--- src/rtl/doorbell_task_fifo.sv ---
// Doorbell task FIFO between the DMA engine and the task consumer, with show-ahead read data.
// Optional occupancy/drop statistics are built only when DOORBELL_TASK_FIFO_STATS_EN is defined.
module doorbell_task_fifo #(
   parameter int DATA_WIDTH = 128,
   parameter int ADDR_WIDTH = 4
) (
   input  logic                  pcie_clk,
   input  logic                  rst_n,
   input  logic                  doorbell_task_q_enq_en,
   input  logic [DATA_WIDTH-1:0] doorbell_task_q_data,
   output logic                  doorbell_task_q_full,
   input  logic                  doorbell_task_q_deq_en,
   output logic [DATA_WIDTH-1:0] doorbell_task_q_deq_data,
   output logic                  doorbell_task_q_empty,
   output logic [ADDR_WIDTH:0]   doorbell_task_q_count,
   output logic [ADDR_WIDTH:0]   doorbell_task_q_max_count,
   output logic [15:0]           doorbell_task_q_drop_cnt
);

   localparam int DEPTH = 1 << ADDR_WIDTH;
   localparam logic [ADDR_WIDTH:0] DEPTH_CNT = (ADDR_WIDTH+1)'(DEPTH);

   logic [DATA_WIDTH-1:0] mem [DEPTH];
   logic [ADDR_WIDTH-1:0] wr_ptr;
   logic [ADDR_WIDTH-1:0] rd_ptr;
   logic [ADDR_WIDTH:0]   count;
   logic [ADDR_WIDTH:0]   count_nxt;
   logic                  enq_ok;
   logic                  deq_ok;

   assign doorbell_task_q_full     = (count == DEPTH_CNT);
   assign doorbell_task_q_empty    = (count == '0);
   assign doorbell_task_q_count    = count;
   assign doorbell_task_q_deq_data = mem[rd_ptr];

   // Full/empty come from the registered count, so a pop never frees a slot for a same-cycle write.
   assign enq_ok = doorbell_task_q_enq_en & ~doorbell_task_q_full;
   assign deq_ok = doorbell_task_q_deq_en & ~doorbell_task_q_empty;

   always_comb begin
      count_nxt = count;
      if (enq_ok && !deq_ok) begin
         count_nxt = count + (ADDR_WIDTH+1)'(1);
      end else if (deq_ok && !enq_ok) begin
         count_nxt = count - (ADDR_WIDTH+1)'(1);
      end
   end

   always_ff @(posedge pcie_clk) begin
      if (enq_ok) begin
         mem[wr_ptr] <= doorbell_task_q_data;
      end
   end

   always_ff @(posedge pcie_clk or negedge rst_n) begin
      if (!rst_n) begin
         wr_ptr <= '0;
         rd_ptr <= '0;
         count  <= '0;
      end else begin
         if (enq_ok) begin
            wr_ptr <= wr_ptr + ADDR_WIDTH'(1);
         end
         if (deq_ok) begin
            rd_ptr <= rd_ptr + ADDR_WIDTH'(1);
         end
         count <= count_nxt;
      end
   end

`ifdef DOORBELL_TASK_FIFO_STATS_EN
   logic [ADDR_WIDTH:0] max_count;
   logic [15:0]         drop_cnt;

   always_ff @(posedge pcie_clk or negedge rst_n) begin
      if (!rst_n) begin
         max_count <= '0;
         drop_cnt  <= '0;
      end else begin
         if (count_nxt > max_count) begin
            max_count <= count_nxt;
         end
         if (doorbell_task_q_enq_en && doorbell_task_q_full && (drop_cnt != 16'hFFFF)) begin
            drop_cnt <= drop_cnt + 16'd1;
         end
      end
   end

   assign doorbell_task_q_max_count = max_count;
   assign doorbell_task_q_drop_cnt  = drop_cnt;
`else
   assign doorbell_task_q_max_count = '0;
   assign doorbell_task_q_drop_cnt  = '0;
`endif

endmodule

--- config.mk ---
export PLATFORM = sky130hd
export DESIGN_NAME = doorbell_task_fifo
export DESIGN_NICKNAME = d
export VERILOG_FILES = /design/src/rtl/doorbell_task_fifo.sv
export SDC_FILE = /design/constraint.sdc
export NUM_CORES = 2
export LEC_CHECK = 0
export BUFFER_PORTS_ARGS = -buffer_cell sky130_fd_sc_hd__buf_4
export CAP_MARGIN = 20
export CORE_MARGIN = 2
export CORE_UTILIZATION = 50
export CTS_BUF_LIST = sky130_fd_sc_hd__clkbuf_4
export DETAILED_ROUTE_END_ITERATION = 8
export PLACE_DENSITY = 0.78
export SYNTH_ARGS = -nofsm -noshare
export SYNTH_HDL_FRONTEND = slang
export SYNTH_SLANG_ARGS = --single-unit
--- constraint.sdc ---
create_clock -name pcie_clk -period 10.9 [get_ports pcie_clk]
set_input_delay 0.545 -clock pcie_clk [delete_from_list [all_inputs] [get_ports pcie_clk]]
set_output_delay 0.545 -clock pcie_clk [all_outputs]
set_load 0.01 [all_outputs]
### After elaboration in Yosys (flattened, before gate mapping)

Memory sizes are Yosys's and may differ from the RTL's.
Index checks and enable logic that the tools add are counted.

| storage, ports and cells | value |
|---|---|
| register bits after elaboration | 13 |
| RAM bits | 2048 |
| input bits | 132 |
| output and inout bits | 156 |
| word-level logic and storage cells | 23 |
| memories kept | 1 |

Memory list:

| memory | words | bits a word | read ports | clocked after Yosys merged registers in | wr ports | RTL line | text |
|---|---|---|---|---|---|---|---|
| mem | 16 | 128 | 1 | 0 | 1 | 23 | `logic [DATA_WIDTH-1:0] mem [DEPTH];` |

| cells by class | value |
|---|---|
| add/sub/neg operators | 4 |
| equal/unequal tests | 1 |
| mux-type cells | 4 |
| bitwise logic cells | 4 |
| reduce and logical (&&, ||, !) cells | 6 |

Operator list:

| kind | count |
|---|---|
| $mux W5 | 2 |
| $add A4 B1 Y4 const B | 2 |
| $add A5 B1 Y5 const B | 1 |
| $eq A5 B5 Y1 const B | 1 |
| $logic_not A5 Y1 | 1 |
| $sub A5 B1 Y5 const B | 1 |
| $and A1 B1 Y1 | 2 |
| $logic_and A1 B1 Y1 | 2 |
| $logic_not A1 Y1 | 2 |
| $mux W1 | 2 |
| $not A1 Y1 | 2 |
| $reduce_bool A2 Y1 | 1 |

### Logic depth before layout (Yosys ltp)

| depth | value |
|---|---|
| word-level depth | 7 |
| gate-level depth with buffers | 10 |

### Worst setup path before layout

OpenSTA, ideal clock, no wires.

| timing path | value |
|---|---|
| path type | register to register |
| from | register count[0] (netlist: doorbell_task_q_count[0]) |
| to | memory mem[3][0], enable pin |
| setup time | 772 ps |
| data arrival time | 9730 ps |
| data required time | 10128 ps |
| path slack | 398 ps |
| cell stages (with the launch flop) | 5 |
| clock period less this slack | 10502 ps |
| cells stage by stage | dfrtp_1 > nor4_1 > a21boi_2 > nand2_1 > nor3_1 |

| on the way | value |
|---|---|
| word-level cells in the longest chain between the ends | 5 |

RTL lines:

| item | RTL line | text |
|---|---|---|
| start, declared | 26 | `logic [ADDR_WIDTH:0] count;` |
| start signal, assigned | 67 | `count <= count_nxt;` |
| $eq A5 B5 Y1 | 31 | `assign doorbell_task_q_full = (count == DEPTH_CNT);` |
| $not A1 Y1 | 37 | `assign enq_ok = doorbell_task_q_enq_en & ~doorbell_task_q_full;` |
| $and A1 B1 Y1 | 37 |  |
| via enq_ok | 28 | `logic enq_ok;` |
| $mux W1 | 50 | `if (enq_ok) begin` |
| $mux W1 (implied by the code) | 51 | `mem[wr_ptr] <= doorbell_task_q_data;` |
| end, declared | 23 |  |

The timed path passes the listed nets, and every way through them passes these cells.

### Worst setup path in the final report

| timing path | value |
|---|---|
| from | register rd_ptr[1] |
| to | output port doorbell_task_q_deq_data[17] |

| on the way | value |
|---|---|
| word-level cells in the longest chain between the ends | 1 |

RTL lines:

| item | RTL line | text |
|---|---|---|
| start, declared | 25 | `logic [ADDR_WIDTH-1:0] rd_ptr;` |
| start signal, assigned | 65 | `rd_ptr <= rd_ptr + ADDR_WIDTH'(1);` |
| $mem_v2 Z16 W128 | n/a |  |
| end, declared | 13 | `output logic [DATA_WIDTH-1:0] doorbell_task_q_deq_data,` |

Every way passes these cells.

==> impl_metrics.yaml <==
outcome:
  status: "complete, no violations"
routing:
  drc: 0
  post_drt_via_cell_ratio: 5.941
  drtAntennaViolNets: 0
  drt-initial-drc-count: 4618
  vias: 42150
  wl_per_cell_um: 26.22
  wl_um: 186000
  drt_pass1_iterations: 5
placement:
  placed_cells: 5971
  globalplace.congestion: 0.7400
  place_area_um2: 83240
  place_hpwl_um: 88200
  numPortBuffers: 266
  pre_cts_slack_ns: 5.915
grt:
  grt_pass1_wl_um: 273000
  grt_pass1_vias: 44160
  grt_use_total_pct: 22.82
  overflow: 0
  grt_max_degree: 151
  antenna_found_initial: 24
synthesis:
  synth_edf_count: 2048
  synth_area_leaders: "edfxtp_1 78%, mux4_2 7.3%, mux2i_1 6.5%"
  yosysTopAreaCellShare_pct: 77.64
  synth-compound-area-share_pct: 5.266
  synthSimpleGateAreaFrac_pct: 0.8308
  yosys_register_bits: 2061
  async_flop_share_pct: 0.6308
  syn_area_per_cell_um2: 20.93
  synthesis.area_um2: 79210
  synth.most_common_cell: "edfxtp_1"
  synth_mux_area_share_pct: 13.78
  synth_adder_area_share_pct: 0.1674
  yosysWarnings: 0
  ys.flop_type: "edfxtp_1"
  synth_top_family_by_area: "multiplexers"
  synthXorXnorAreaFrac_pct: 0.1106
  synth_top_area_cell: "edfxtp_1"
  synth_cell_type_count: 37
  ys_seq_area_share_pct: 78.05
  synth_common_cells: "2048 x edfxtp_1, 513 x mux2i_1, 256 x mux4_2"
  syn_inst: 3785
cts:
  cts_setup_buffers: 0
  tritoncts: "yes"
  clkTransAtPathRegs_ns: 0.07
  cts_buffers: 496
  clk_path_buf_depth: 4
  cts_resized: 0
  clk_latency_ns: 1.38
  root_buffer: "clkbuf_4"
  cts_sinks: 2061
  cts.htree.levels: 5
critical_path:
  arrival_ns: 5.80
  required_ns: 10.36
  critPathCaptureType: "primary output"
  cp_max_fo: 66
  critPathKind: "flop to primary output"
  start_kind: "flop"
timing:
  drv_slew: 0
  slew_headroom_pct: 6.235
  hold_viol_final: 0
  fin_skew_ns: 0.1327
  worstMarginPinSlew_ns: 1.406
  layout_min_cycle_time_ns: 6.348
  tns_ns: 0
  clock.fmax_mhz: 157.5
  period_share_pct: 58.23
  fin_ws_ns: 4.552
  setup_viol: 0
  rsz0062_at_grt: "no"
floorplanning:
  rows: 146
  num_io_pins: 288
  floorplan.initialDensity_pct: 50.19
  die-area_um2: 161600
  die_w_um: 402.0
  die_y_um: 402.0
  core_um2: 157800
power:
  p_leak_nw: 31.33
  power_density_nw_per_um2: 255.0
  peakVddDrop_mv: 0.2360
layout:
  finalNonFillerCells: 7095
  fin_util_pct: 58.21
  area_growth_pct: 15.99
  layout.nets: 4802
  n_fill_cell: 11310
  drive_gt1_share_pct: 27.62
  design_area_um2: 91880
min_path:
  min_path_type: "input port to flop"
flow_run:
  max_cap_viol_count: 0
-- critical path, stage by stage (launching register included) --
cell and delay (ns):
dfrtp_4 1.04, and2_4 0.94, buf_4 0.88, buf_4 0.65, a221oi_1 0.19, a22oi_1 0.24
nand2_1 0.21, buf_4 0.21
-- layer usage --
layer	wire length (um)	up-vias	global-route usage, %
met5	172	-	0
li1	-	18010	-
met1	72000	21500	29.93
met2	91730	2233	36.79
met3	16940	383	5.794
met4	5202	28	9.075
-- kinds of logic (layout without fill, tap and decap cells) --
kind of cell,count (synthesis),count (layout)
flip-flops,2061,2061
multiplexers,770,770
buffers and inverters,244,1450
other,1,33
AO/OA/AOI/OAI,521,521
XOR/XNOR,10,10
AND/OR/NAND/NOR,168,168
adder cells (fa/ha/maj),10,10
-- path summary, 6_finish.rpt --
check / start / slack (ns) / cells after the start / end
max reg2reg: doorbell_task_q_count[0] / 6.31 / 7 / mem[0][72]
min in group asynchronous: rst_n / 0.44 / 3 / doorbell_task_q_count[4]
min: doorbell_task_q_data[0] / 0.25 / 2 / mem[6][0]
max in group asynchronous: rst_n / 9.56 / 3 / rd_ptr[1]
max: rd_ptr[1] / 4.55 / 7 / doorbell_task_q_deq_data[17]
min reg2reg: doorbell_task_q_count[4] / 0.61 / 1 / doorbell_task_q_count[4]
-- state kept, by name, summed over array words and instances, names as in the netlist --
| signal | count |
|---|---|
| mem | 2048 |
| doorbell_task_q_count | 5 |
| rd_ptr | 4 |
| wr_ptr | 4 |
-- cell usage in the layout, fill, tap and decap left out, drive strengths merged, types with 21 or more instances in the layout --
cell         count
a221oi         256
a22oi          128
buf            334
clkbuf         693
clkinv         142
conb            21
dlygate4sd3    262
edfxtp        2048
mux2i          513
mux4           256
nand2          140
o21ai          131
-- timing repair --
action / in CTS / in global routing
hold endpoints to repair: 2075 / 0
setup endpoints to repair: 0 / 0
hold buffers: 262 / 0
-- through the flow --
stage | total power [mW] | hold slack [ns]
3_5_place_dp | 17.59 | 0.4532
5_1_grt | 24.48 | 0.09843
3_3_place_gp | 17.42 | 0.4479
6_report | 23.43 | 0.2493
2_1_floorplan | 14.97 | 0.2494
4_1_cts | 23.60 | 0.006196
-- area by class of cell --
| class | instances | area, um^2 | area share [%] |
|---|---|---|---|
| Antenna cell | 12 | 30.03 | 0.03268 |
| Timing Repair Buffer | 596 | 5275 | 5.741 |
| Inverter | 5 | 26.28 | 0.02860 |
| Clock inverter | 156 | 752.0 | 0.8184 |
| Tap cell | 2072 | 2592 | 2.822 |
| Clock buffer | 693 | 5202 | 5.662 |
| Multi-Input combinational cell | 1500 | 16160 | 17.59 |
| Sequential cell | 2061 | 61840 | 67.31 |
-- power breakdown --
group	switching (mW)	internal, mW
clock	2.91	3.03
combinational	4.51	3.10
sequential	0.336	9.54
(Power assumes the default switching activity.)
